$ cat src/rtl/byte_aligner_pkg.sv
// -----------------------------------------------------------------------------
// byte_aligner_pkg
// Shared types and helpers for the receive-side byte aligner.
//   state_t      : aligner FSM states (HUNT, VERIFY, LOCKED)
//   SYNC_DEFAULT : sync byte before rotation (8'hA5)
//   rotl8/rotr8  : 8-bit rotate left/right by a 3-bit amount
// -----------------------------------------------------------------------------
package byte_aligner_pkg;

   typedef enum logic [1:0] {
      HUNT   = 2'd0,
      VERIFY = 2'd1,
      LOCKED = 2'd2
   } state_t;

   localparam logic [7:0] SYNC_DEFAULT = 8'hA5;

   // Rotate left: the upper byte of the doubled word shifted left is the result.
   function automatic logic [7:0] rotl8(input logic [7:0] x, input logic [2:0] k);
      logic [15:0] d;
      d = {x, x} << k;
      return d[15:8];
   endfunction

   // Rotate right: the lower byte of the doubled word shifted right is the result.
   function automatic logic [7:0] rotr8(input logic [7:0] x, input logic [2:0] k);
      logic [15:0] d;
      d = {x, x} >> k;
      return d[7:0];
   endfunction

endpackage

$ cat src/rtl/byte_aligner_if.sv
// -----------------------------------------------------------------------------
// byte_aligner_if
// Byte stream in / aligned stream out bundle for byte_aligner.
//   in_valid, in_data  : rotated input byte stream and qualifier
//   out_valid, out_data: de-rotated output byte (valid only while locked)
//   out_sof            : output byte is the frame sync byte
//   locked, amt        : alignment status and recovered rotation amount
// Modports: master = stream source / result sink, slave = the aligner.
// -----------------------------------------------------------------------------
interface byte_aligner_if;

   logic       in_valid;
   logic [7:0] in_data;
   logic       out_valid;
   logic [7:0] out_data;
   logic       out_sof;
   logic       locked;
   logic [2:0] amt;

   modport master (
      output in_valid,
      output in_data,
      input  out_valid,
      input  out_data,
      input  out_sof,
      input  locked,
      input  amt
   );

   modport slave (
      input  in_valid,
      input  in_data,
      output out_valid,
      output out_data,
      output out_sof,
      output locked,
      output amt
   );

endinterface

$ cat src/rtl/byte_rotator.sv
// -----------------------------------------------------------------------------
// byte_rotator
// Combinational rotate right of one byte by a 3-bit amount, built as a
// three-stage (1/2/4) mux barrel so each stage is a single 2:1 mux level.
//   data_i [7:0] : byte to rotate
//   amt_i  [2:0] : rotate-right amount
//   data_o [7:0] : rotated byte
// -----------------------------------------------------------------------------
module byte_rotator (
   input  logic [7:0] data_i,
   input  logic [2:0] amt_i,
   output logic [7:0] data_o
);

   logic [7:0] stage1_s;
   logic [7:0] stage2_s;

   assign stage1_s = amt_i[0] ? {data_i[0],     data_i[7:1]}   : data_i;
   assign stage2_s = amt_i[1] ? {stage1_s[1:0], stage1_s[7:2]} : stage1_s;
   assign data_o   = amt_i[2] ? {stage2_s[3:0], stage2_s[7:4]} : stage2_s;

endmodule

$ cat src/rtl/byte_aligner.sv
// -----------------------------------------------------------------------------
// byte_aligner
// Receive-side byte aligner. Finds a rotated sync byte, recovers the rotation
// amount, verifies it over LOCK_COUNT frames, then emits de-rotated bytes with
// a start-of-frame marker. Drops lock after LOSS_COUNT consecutive bad syncs.
//
// Ports:
//   clk        : single clock, rising edge
//   reset      : asynchronous, active-high reset
//   bus        : byte_aligner_if.slave (in_valid/in_data in,
//                out_valid/out_data/out_sof/locked/amt out, all registered)
//   relock_cnt : [7:0] saturating count of LOCKED->HUNT transitions
//                (present only when BYTE_ALIGNER_STATS_EN is defined)
//
// Optional build macro: BYTE_ALIGNER_STATS_EN
// -----------------------------------------------------------------------------
module byte_aligner
   import byte_aligner_pkg::*;
#(
   parameter logic [7:0] SYNC_PATTERN = SYNC_DEFAULT,
   parameter int         FRAME_LEN    = 8,
   parameter int         LOCK_COUNT   = 3,
   parameter int         LOSS_COUNT   = 2
) (
   input  logic                 clk,
   input  logic                 reset,
   byte_aligner_if.slave        bus
`ifdef BYTE_ALIGNER_STATS_EN
   ,
   output logic [7:0]           relock_cnt
`endif
);

   localparam logic [7:0] POS_LAST_C  = 8'(FRAME_LEN - 1);
   localparam logic [3:0] LOCK_CNT_C  = 4'(LOCK_COUNT);
   localparam logic [3:0] LOSS_CNT_C  = 4'(LOSS_COUNT);

   state_t     state_q, state_d;
   logic [7:0] pos_q, pos_d;
   logic [3:0] good_q, good_d;
   logic [3:0] miss_q, miss_d;
   logic [2:0] amt_q, amt_d;
   logic       locked_q;
   logic       out_valid_q;
   logic       out_sof_q;
   logic [7:0] out_data_q;

   logic [7:0] match_vec_s;
   logic       hit_s;
   logic [2:0] hit_amt_s;
   logic       boundary_s;
   logic       sync_ok_s;
   logic [7:0] pos_next_s;
   logic [7:0] rot_data_s;

   // Compare bank: one equality check per possible rotation of the sync byte.
   always_comb begin
      match_vec_s = 8'd0;
      for (int k = 0; k < 8; k++) begin
         match_vec_s[k] = (bus.in_data == rotl8(SYNC_PATTERN, 3'(k)));
      end
   end

   // Priority encoder: scanning from the top down leaves the lowest match.
   always_comb begin
      hit_amt_s = 3'd0;
      for (int k = 7; k >= 0; k--) begin
         hit_amt_s = match_vec_s[k] ? 3'(k) : hit_amt_s;
      end
   end

   assign hit_s      = |match_vec_s;
   assign sync_ok_s  = match_vec_s[amt_q];
   assign boundary_s = (pos_q == 8'd0);
   assign pos_next_s = (pos_q == POS_LAST_C) ? 8'd0 : pos_q + 8'd1;

   // Next-state logic: hunt, verify and lock tracking, only on valid bytes.
   always_comb begin
      state_d = state_q;
      pos_d   = pos_q;
      good_d  = good_q;
      miss_d  = miss_q;
      amt_d   = amt_q;
      if (bus.in_valid) begin
         case (state_q)
            HUNT: begin
               if (hit_s) begin
                  amt_d  = hit_amt_s;
                  pos_d  = 8'd1;
                  good_d = 4'd1;
                  miss_d = 4'd0;
                  if (LOCK_CNT_C == 4'd1) begin
                     state_d = LOCKED;
                  end else begin
                     state_d = VERIFY;
                  end
               end else begin
                  state_d = HUNT;
               end
            end
            VERIFY: begin
               pos_d = pos_next_s;
               if (boundary_s) begin
                  if (sync_ok_s) begin
                     good_d = good_q + 4'd1;
                     if ((good_q + 4'd1) == LOCK_CNT_C) begin
                        state_d = LOCKED;
                        miss_d  = 4'd0;
                     end else begin
                        state_d = VERIFY;
                     end
                  end else begin
                     // The failing byte is not re-searched as a new candidate.
                     state_d = HUNT;
                     good_d  = 4'd0;
                  end
               end else begin
                  state_d = VERIFY;
               end
            end
            LOCKED: begin
               pos_d = pos_next_s;
               if (boundary_s) begin
                  if (sync_ok_s) begin
                     miss_d = 4'd0;
                  end else if ((miss_q + 4'd1) == LOSS_CNT_C) begin
                     state_d = HUNT;
                     miss_d  = 4'd0;
                     good_d  = 4'd0;
                  end else begin
                     // A miss that matches another rotation leaves amt alone.
                     miss_d = miss_q + 4'd1;
                  end
               end else begin
                  state_d = LOCKED;
               end
            end
            default: begin
               state_d = HUNT;
               pos_d   = 8'd0;
               good_d  = 4'd0;
               miss_d  = 4'd0;
            end
         endcase
      end else begin
         state_d = state_q;
      end
   end

   // FSM state, counters and recovered amount.
   always_ff @(posedge clk or posedge reset) begin
      if (reset) begin
         state_q  <= HUNT;
         pos_q    <= 8'd0;
         good_q   <= 4'd0;
         miss_q   <= 4'd0;
         amt_q    <= 3'd0;
         locked_q <= 1'b0;
      end else begin
         state_q  <= state_d;
         pos_q    <= pos_d;
         good_q   <= good_d;
         miss_q   <= miss_d;
         amt_q    <= amt_d;
         locked_q <= (state_d == LOCKED);
      end
   end

   byte_rotator u_rotator (
      .data_i (bus.in_data),
      .amt_i  (amt_q),
      .data_o (rot_data_s)
   );

   // Output register: valid/sof follow the pre-update state, so the byte
   // that completes lock is not emitted and the byte that drops it is.
   always_ff @(posedge clk or posedge reset) begin
      if (reset) begin
         out_valid_q <= 1'b0;
         out_sof_q   <= 1'b0;
         out_data_q  <= 8'd0;
      end else begin
         out_valid_q <= bus.in_valid && (state_q == LOCKED);
         out_sof_q   <= bus.in_valid && (state_q == LOCKED) && boundary_s;
         if (bus.in_valid) begin
            out_data_q <= rot_data_s;
         end else begin
            out_data_q <= out_data_q;
         end
      end
   end

   assign bus.out_valid = out_valid_q;
   assign bus.out_sof   = out_sof_q;
   assign bus.out_data  = out_data_q;
   assign bus.locked    = locked_q;
   assign bus.amt       = amt_q;

`ifdef BYTE_ALIGNER_STATS_EN
   logic [7:0] relock_q, relock_d;

   // Saturating count of lock losses.
   always_comb begin
      relock_d = relock_q;
      if ((state_q == LOCKED) && (state_d == HUNT) && (relock_q != 8'hFF)) begin
         relock_d = relock_q + 8'd1;
      end else begin
         relock_d = relock_q;
      end
   end

   // Lock-loss counter register.
   always_ff @(posedge clk or posedge reset) begin
      if (reset) begin
         relock_q <= 8'd0;
      end else begin
         relock_q <= relock_d;
      end
   end

   assign relock_cnt = relock_q;
`endif

endmodule

$ cat src/flat_wrapper.sv
// flat-port wrapper written by rule: the top's interface ports become plain ports
module byte_aligner_flat import byte_aligner_pkg::*;
#(
   parameter logic [7:0] SYNC_PATTERN = SYNC_DEFAULT,
   parameter int         FRAME_LEN    = 8,
   parameter int         LOCK_COUNT   = 3,
   parameter int         LOSS_COUNT   = 2
)
  (clk, reset, bus_in_valid, bus_in_data, bus_out_valid, bus_out_data, bus_out_sof, bus_locked, bus_amt);
  byte_aligner_if bus_i ();
  input  logic clk;
  input  logic reset;
  input wire logic [$bits(bus_i.in_valid)-1:0] bus_in_valid;
  input wire logic [$bits(bus_i.in_data)-1:0] bus_in_data;
  output wire logic [$bits(bus_i.out_valid)-1:0] bus_out_valid;
  output wire logic [$bits(bus_i.out_data)-1:0] bus_out_data;
  output wire logic [$bits(bus_i.out_sof)-1:0] bus_out_sof;
  output wire logic [$bits(bus_i.locked)-1:0] bus_locked;
  output wire logic [$bits(bus_i.amt)-1:0] bus_amt;
  assign bus_i.in_valid = bus_in_valid;
  assign bus_i.in_data = bus_in_data;
  assign bus_out_valid = bus_i.out_valid;
  assign bus_out_data = bus_i.out_data;
  assign bus_out_sof = bus_i.out_sof;
  assign bus_locked = bus_i.locked;
  assign bus_amt = bus_i.amt;
  byte_aligner #(.SYNC_PATTERN(SYNC_PATTERN), .FRAME_LEN(FRAME_LEN), .LOCK_COUNT(LOCK_COUNT), .LOSS_COUNT(LOSS_COUNT)) u_core (.clk(clk), .reset(reset), .bus(bus_i));
endmodule
$ cat config.mk
export PLATFORM = sky130hd
export DESIGN_NAME = byte_aligner_flat
export DESIGN_NICKNAME = d
export VERILOG_FILES = /design/src/rtl/byte_aligner_pkg.sv /design/src/rtl/byte_aligner_if.sv /design/src/rtl/byte_rotator.sv /design/src/rtl/byte_aligner.sv /design/src/flat_wrapper.sv
export SDC_FILE = /design/constraint.sdc
export NUM_CORES = 1
export LEC_CHECK = 0
export CAP_MARGIN = 10
export CORE_MARGIN = 5
export CORE_UTILIZATION = 57
export CTS_CLUSTER_DIAMETER = 100
export DETAILED_ROUTE_END_ITERATION = 16
export GPL_ROUTABILITY_DRIVEN = 0
export PLACE_DENSITY = 0.77
export REMOVE_ABC_BUFFERS = 1
export SLEW_MARGIN = 20
export SYNTH_ARGS = -nofsm -noshare
export SYNTH_HDL_FRONTEND = slang
export SYNTH_SLANG_ARGS = --single-unit
export TNS_END_PERCENT = 30
$ cat constraint.sdc
create_clock -name clk -period 3.6 [get_ports clk]
set_clock_uncertainty 0.2 [all_clocks]
set_input_delay 0.72 -clock clk [delete_from_list [all_inputs] [get_ports clk]]
set_output_delay 0.72 -clock clk [all_outputs]
set_load 0.01 [all_outputs]
==> results.cfg, run 1 <==
[outcome]
outcome = completed

[critical_path]
reg2reg_to = u_core.good_q[1]$_DFFE_PP0P_
end_kind = register
critPathLaunchType = primary input
rr_startpoint = u_core.pos_q[4]$_DFFE_PP0P_
path_max_fanout = 12
crit_path_start = bus_in_data[5]
worstPathRequired_ns = 3.57
cp.arrival_ns = 3.15
reg2regPathDepth = 6
r2r_setup_slack_ns = 0.63
crit_type = in -> reg

[clock_tree]
clkLatencyLatePin_ns = 0.28
ctsResizeCount = 0
cts_buffers = 5
post_cts_buffers = 0
cts_max_path_buffers = 2
h-tree-depth = 2
clk_pin_slew_ns = 0.07
cts_tree = yes
cts.sinks = 32
cts_root_buf = clkbuf_8
cts_hold_buffers = 0

[worst_hold_path]
hold_start = u_core.bus.out_data[7]$_DFFE_PP0P_
hp-class = reg -> reg
whs_path_depth = 2
whs_endpoint = u_core.bus.out_data[7]$_DFFE_PP0P_

[pwr]
clockPowerShare_pct = 24.1
max-vdd-ir-drop_mv = 0.328
p_int_uw = 917
p_seq_share_pct = 38.6
p_sw_uw = 514
pwr-share-comb_pct = 37.3
p_per_area_nw_per_um2 = 504
p_leak_nw = 1.20
p_sw_share_pct = 35.9

[routing]
drc = 0
dr.pass1.iters = 4
viasPerCell = 6.33
ant_nets = 0
avgRoutedWirePerCell_um = 16.7
drt-total-wl_mm = 5.57
drt_iter0_drc = 160
num_vias = 2115

[die]
num_rows = 23
pin_count = 25
core_area_um2 = 4060
die_height_um = 75.3
dieArea_um2 = 5680
initial_core_util_pct = 60.0
die_w_um = 75.3

[cells_and_area]
fillers = 307
antenna_cells = 0
syn2layout_area_growth_pct = 16.7
finalInstanceArea_um2 = 2840
nets = 304
drive_gt1_share_pct = 15.5
final_util_pct = 70.0

[global_route]
grt_pass1_vias = 2135
grt_max_degree = 33
grt_first_pass_wirelength_mm = 10.1
grt_usage_pct = 22.7
antenna_found_initial = 0
grt.overflow.total = 0

[synthesis]
synth.area.mux_share_pct = 9.15
synthCells = 256
yosysMostFrequentCell = dfrtp_1
ys_dominant_reg_cell = dfrtp_1
ys_ff_latch = 32
synth_area_um2 = 2430
yosys.area_share.simple_pct = 24.9
synth-compound-area-share_pct = 21.3
yosys.area.top_type = dfrtp_1
yosysSeqAreaShare_pct = 32.9
synthArstFlopShare_pct = 100
synth_top_family_by_area = simple AND/OR/NAND/NOR gates
yosys_warnings = 0
synth-edff-count = 0
ys_top_cells_by_count = dfrtp_1, nand2_1, nor2_1, a31oi_1, inv_1
syn_avg_cell_area_um2 = 9.51
synth_top_area_share_pct = 32.9
synth_xor_area_share_pct = 1.80
yosys-top-cells-area = dfrtp_1, mux4_2, ha_1, nand2_1, a31oi_1
synth.distinct_cells = 68
synth_adder_area_share_pct = 5.14

[sta]
max_freq_mhz = 314
worst_slack_ns = 0.418
rsz0062_at_grt = false
timing.final.crit_period_ns = 3.18
finalSetupTns_ns = 0
drv_slew = 0
setup_violations = 0
slew_headroom_pct = 57.9
hold_viol = 0
tightestPinTransition_ns = 0.631
fin_crit_sh_pct = 88.4

[place]
portBuffers = 24
place_worst_setup_slack_ns = 0.129
place_area_um2 = 2730
hpwl_mm = 4.13

[run]
cap_violations = 0
cell usage in the layout (no fill, tap or decap), drive strengths merged, types with 3 or more instances in the layout:
| cell type | n |
|---|---|
| a21oi | 7 |
| a31oi | 15 |
| a41oi | 4 |
| and3 | 6 |
| and4bb | 4 |
| buf | 7 |
| clkbuf | 5 |
| clkdlybuf4s50 | 24 |
| dfrtp | 32 |
| ha | 10 |
| inv | 14 |
| mux4 | 8 |
| nand2 | 31 |
| nand2b | 4 |
| nand3 | 8 |
| nor2 | 23 |
| nor2b | 4 |
| o2111ai | 4 |
| o211ai | 6 |
| o21ai | 6 |
| o31ai | 4 |
| or4 | 3 |
| xor2 | 4 |
sequential cells by signal, indices dropped and copies added, names as in the netlist:
register	flops
u_core.state_q	2
u_core.pos_q	8
u_core.miss_q	4
u_core.bus.locked	1
u_core.bus.out_sof	1
u_core.bus.out_valid	1
u_core.good_q	4
u_core.bus.amt	3
u_core.bus.out_data	8
per-stage QoR:
stage / power [mW] / hold slack, ns / instances
after global placement: 1.07 / 0.328 / 326
after detailed placement: 1.09 / 0.331 / 326
after floorplan: 0.898 / 0.309 / 245
final: 1.43 / 0.336 / 334
after global routing: 1.54 / 0.366 / 334
after CTS: 1.44 / 0.341 / 334
worst max-delay path by stage:
stage,end,slack [ns]
after detailed placement,u_core.good_q[1]$_DFFE_PP0P_,0.13
after floorplan,u_core.good_q[1]$_DFFE_PP0P_,0.44
after global routing,u_core.good_q[1]$_DFFE_PP0P_,0.23
after global placement,u_core.good_q[1]$_DFFE_PP0P_,0.23
final,u_core.good_q[1]$_DFFE_PP0P_,0.42
after CTS,u_core.good_q[1]$_DFFE_PP0P_,0.44
area by class of cell:
class	count	area, um^2	area share (%)
Multi-Input combinational cell	198	1520	53.4
Sequential cell	32	801	28.2
Timing Repair Buffer	31	293	10.3
Clock buffer	5	68.8	2.42
Tap cell	50	62.6	2.20
Inverter	15	56.3	1.98
Clock inverter	3	42.5	1.50
metal layers:
metal  GRT usage [%]  routed length, um  vias to the layer above
met5               0                  0                        -
li1                -                  -                     1024
met4            7.57                 69                        0
met2            34.6               2660                       82
met1            31.9               2460                     1003
met3            5.41                370                        6
power groups by stage:
stage	registers (mW)	logic [mW]	clock network, mW
2_1_floorplan	0.546	0.352	0
3_3_place_gp	0.553	0.522	0
3_5_place_dp	0.558	0.532	0
4_1_cts	0.553	0.535	0.353
5_1_grt	0.574	0.599	0.369
6_report	0.552	0.533	0.345
kinds of logic after synthesis:
group | count (synthesis)
compound gates | 66
xor+xnor | 5
fa+ha+maj | 10
buf+inv | 26
flops | 32
mux | 12
simple gates | 105
critical path: stages:
cell and delay [ns]:
clkdlybuf4s50_1 0.59, nor4bb_1 0.51, a21oi_1 0.09, o31ai_1 0.22
buf_4 0.23, nor2_1 0.11, o31ai_4 0.33, mux2_1 0.34
No activity file was read; power rests on OpenSTA's default activity.
==> run 2, diff against run 1 <==
Settings changed: HOLD_SLACK_MARGIN set to 0.02, SKIP_LAST_GASP set to 1, TNS_END_PERCENT 30 to 100.
==> results of run 2 <==
No change in the layout: final DEF, timing and power equal those of run 1.
==> run 3, diff against run 2 <==
Settings changed: CORE_MARGIN 5 to 1.
==> results.cfg, run 3 (synthesized netlist as in run 1, its figures left out) <==
[clock_tree]
cts_buffers = 5
ctsResizeCount = 0
clk_pin_slew_ns = 0.06
clkLatencyLatePin_ns = 0.28
cts.sinks = 32
cts_tree = yes
cts_hold_buffers = 0
post_cts_buffers = 0
h-tree-depth = 2
cts_root_buf = clkbuf_8
cts_max_path_buffers = 2

[routing]
drc = 0
num_vias = 2059
viasPerCell = 6.20
dr.pass1.iters = 4
avgRoutedWirePerCell_um = 16.2
ant_nets = 0
drt-total-wl_mm = 5.39
drt_iter0_drc = 135

[place]
portBuffers = 24
place_worst_setup_slack_ns = 0.183
post-place-cells = 325
place_area_um2 = 2720
hpwl_mm = 3.93

[die]
num_rows = 23
die_height_um = 67.3
dieArea_um2 = 4530
die_w_um = 67.3
initial_core_util_pct = 60.0
core_area_um2 = 4060
pin_count = 25

[critical_path]
path_max_fanout = 8
end_kind = register
critPathLaunchType = primary input
worstPathRequired_ns = 3.56
cp-endpoint = u_core.good_q[1]$_DFFE_PP0P_
reg2regPathDepth = 6
cp.arrival_ns = 3.09
r2r_setup_slack_ns = 0.65
crit_path_start = bus_in_data[0]
crit_type = in -> reg
reg2reg_to = u_core.good_q[1]$_DFFE_PP0P_
rr_startpoint = u_core.pos_q[4]$_DFFE_PP0P_

[cells_and_area]
antenna_cells = 0
layout_commonest_cell = dfrtp_1
nets = 303
syn2layout_area_growth_pct = 15.0
final_cells = 332
final_util_pct = 68.9
drive_gt1_share_pct = 14.5
finalInstanceArea_um2 = 2800
final_cell_mix = dfrtp_1, nand2_1, clkdlybuf4s50_1

[global_route]
grt_pass1_vias = 1870
antenna_found_initial = 0
grt_first_pass_wirelength_mm = 8.76
grt_usage_pct = 26.0
grt_max_degree = 33
grt.overflow.total = 0

[sta]
max_freq_mhz = 319
tightestPinTransition_ns = 0.624
timing.final.crit_period_ns = 3.13
timing.hold.ws_ns = 0.337
worst_slack_ns = 0.468
fin_crit_sh_pct = 87.0
rsz0062_at_grt = false
drv_slew = 0
setup_violations = 0
finalSetupTns_ns = 0
slew_headroom_pct = 58.4
hold_viol = 0

[pwr]
max-vdd-ir-drop_mv = 0.199
p_leak_nw = 1.19
p_total_mw = 1.34
p_per_area_nw_per_um2 = 479

[worst_hold_path]
hold_start = u_core.bus.out_data[6]$_DFFE_PP0P_
hp-class = reg -> reg
whs_path_depth = 2

[run]
cap_violations = 0

[outcome]
outcome = completed
-- run 3: cell count changes in the layout (fill, tap and decap cells not counted) --
cell	delta
buf_4	-1
bufinv_16	-1
clkbuf_1	+1
clkinvlp_4	-1
-- run 3: layout make-up --
type                    instances  area, um^2
multi-input cells             198        1520
flip-flops and latches         32         801
clock inverters                 1        5.00
inverters                      15        56.3
fillers                       313        1260
well taps                      50        62.6
clock buffers                   6        72.6
repair buffers                 30         285
-- run 3: per-layer routing --
metal	share of wire, %	up-vias	global-route usage (%)
li1	-	1020	-
met1	49	980	35.8
met2	46	53	41.8
met3	3.6	6	4.05
met4	1.1	0	7.98
met5	0	-	0
-- run 3: critical path, stage by stage --
cell and delay (ns):
clkdlybuf4s50_1 0.62, and4bb_2 0.30, mux2_2 0.26, a31oi_1 0.31, a22oi_2 0.19, o31ai_4 0.34, mux2_1 0.34
-- run 3: worst min-delay path by stage --
stage                                          to
2_1_floorplan         u_core.pos_q[1]$_DFFE_PP0P_
3_3_place_gp   u_core.bus.out_data[4]$_DFFE_PP0P_
3_5_place_dp   u_core.bus.out_data[6]$_DFFE_PP0P_
4_1_cts        u_core.bus.out_data[6]$_DFFE_PP0P_
5_1_grt        u_core.bus.out_data[7]$_DFFE_PP0P_
6_report       u_core.bus.out_data[6]$_DFFE_PP0P_
-- run 3: where the power goes --
group / internal, mW / switching [mW]
Sequential: 0.444 / 0.108
Combinational: 0.267 / 0.260
Clock: 0.131 / 0.129
Total: 0.842 / 0.497
==> variant, RTL diff (settings of run 3) <==
The 3 states of `state_t` get a one-hot encoding in 3 bits.
--- a/src/rtl/byte_aligner_pkg.sv
+++ b/src/rtl/byte_aligner_pkg.sv
@@ -7,10 +7,10 @@
 // -----------------------------------------------------------------------------
 package byte_aligner_pkg;
 
-   typedef enum logic [1:0] {
-      HUNT   = 2'd0,
-      VERIFY = 2'd1,
-      LOCKED = 2'd2
+   typedef enum logic [2:0] {
+      HUNT   = 3'b001,
+      VERIFY = 3'b010,
+      LOCKED = 3'b100
    } state_t;
 
    localparam logic [7:0] SYNC_DEFAULT = 8'hA5;
Formal check against the unedited RTL: same outputs for any inputs over 10 cycles, from zero or initial values and one cycle with reset high; not proved beyond that.
==> variant against run 3 <==
Final area fell by 1.9%; register-to-register slack better by 0.26 ns; setup slack worse by 0.0098 ns; worst hold slack worse by 0.059 ns; via count shrank 1.2%; synthesized cell count grew 2.0%; power fell by 8.5%; clock power increased by 40%; routed wire length down 8.0%; synthesized area fell by 3.8%; sequential share of layout area grew 1.5 points; utilization up 3.3 points; sequential cell count up 1; critical endpoint unchanged; highest routed layer unchanged.
==> variant: results (changes against run 3) <==
| Metric | Value |
|---|---|
| Max FO, Critical Path | 7 (-1) |
| Maximum VDD drop | 0.410 mV (+110%) |
| Layout net count | 301 (-0.66%) |
| DR WL met3 | 288 µm (+48%) |
| Vias in the first global route | 1885 (+0.80%) |
| Post-Syn Instances | 261 (+2.0%) |
| Vias per inst | 6.11 (-1.5%) |
| Post-synth cell types | 55 (-19%) |
| Worst slew pin tran | 0.794 ns (+0.170 ns) |
| Hold slack | 0.277 ns (-0.0591 ns) |
| Placed Area | 2620 µm² (-3.5%) |
| Layout cells sized above 1 | 0.133 (-0.0121) |
| CTS root buffer | clkbuf_8 |
| M1 WL | 2.47 mm (-6.6%) |
| Synthesized-area fraction occupied by xor and xnor cells | 0.0112 (-0.00677) |
| Mux share of post-synthesis cell area | 0.122 (+0.0309) |
| Total track usage | 0.255 (-0.00444) |
| Iteration-0 DRC Markers | 207 (+53%) |
| HP Start | u_core.pos_q[7] |
| Power density cells | 447 nW/µm² (-6.7%) |
| Critical Path AT | 3.11 ns (+0.02 ns) |
| Largest net degree at the start of global routing | 23 (-30%) |
| First-pass GRT wire length | 8.51 mm (-2.8%) |
| Synthesized-area fraction occupied by adder cells | 0.0321 (-0.0193) |
| Met3 Use GR | 0.0672 (+0.0267) |
| Worst setup path startpoint | bus_in_data[5] |
| Hold path depth | 1 (-1) |
| Hold endpoint | u_core.pos_q[7] |
| Worst reg2reg setup slack | 0.91 ns (+0.26 ns) |
| Clock power share | 0.298 (+0.103) |
| Pre-CTS setup slack | 0.185 ns (+0.00201 ns) |
| Leak Pwr | 1.13 nW (-4.5%) |
| Comb. pwr | 0.000370 W (-30%) |
| Commonest cells in the netlist | 32 x dfrtp_1, 24 x nand2_1, 23 x nor2_1 |
| Routing usage on met2 | 0.395 (-0.0221) |
| Reg2reg start | u_core.bus.amt[1] |
| Post-Layout Cell Count | 333 (+0.30%) |
| Hpwl dp | 3.61 mm (-8.2%) |
| Outcome | finished, final reports clean |
| Register area share after synthesis | 0.353 (+0.0242) |
| Routed length on met2 | 2.11 mm (-15%) |
| GRT met1 Usage | 0.349 (-0.00901) |
| Internal power | 0.000843 W (+0.14%) |
| Drt total wl | 4.96 mm (-8.0%) |
variant: cell count changes after synthesis, moves of 5 or more:
| cell | run 3 | this run |
|---|---|---|
| a21oi_1 | 6 | 18 |
| mux2i_1 | 2 | 14 |
| a31oi_1 | 15 | 1 |
| nand2b_1 | 4 | 9 |
| o21ai_0 | 5 | 18 |
| nand2_1 | 31 | 24 |
| mux4_2 | 8 | 0 |
| mux2_2 | 1 | 9 |
| o211ai_1 | 6 | 1 |
| inv_1 | 14 | 8 |
variant: area by class of cell:
class                      instances  area (µm²)  area share
inverter                           9        33.8      0.0123
tap                               48        60.1      0.0219
clock buffer                       6        82.6      0.0301
sequential                        33         827       0.301
timing repair buffer              29         278       0.101
clock inverter                     2        37.5      0.0137
multi-input combinational        206        1430       0.519
variant: worst max-delay path: stages:
cell             delay (ns)
clkdlybuf4s50_1        0.58
and4bb_1               0.31
mux2_2                 0.28
and3_1                 0.18
o32a_4                 0.36
o21ai_4                0.20
and2_4                 0.19
mux2_4                 0.29
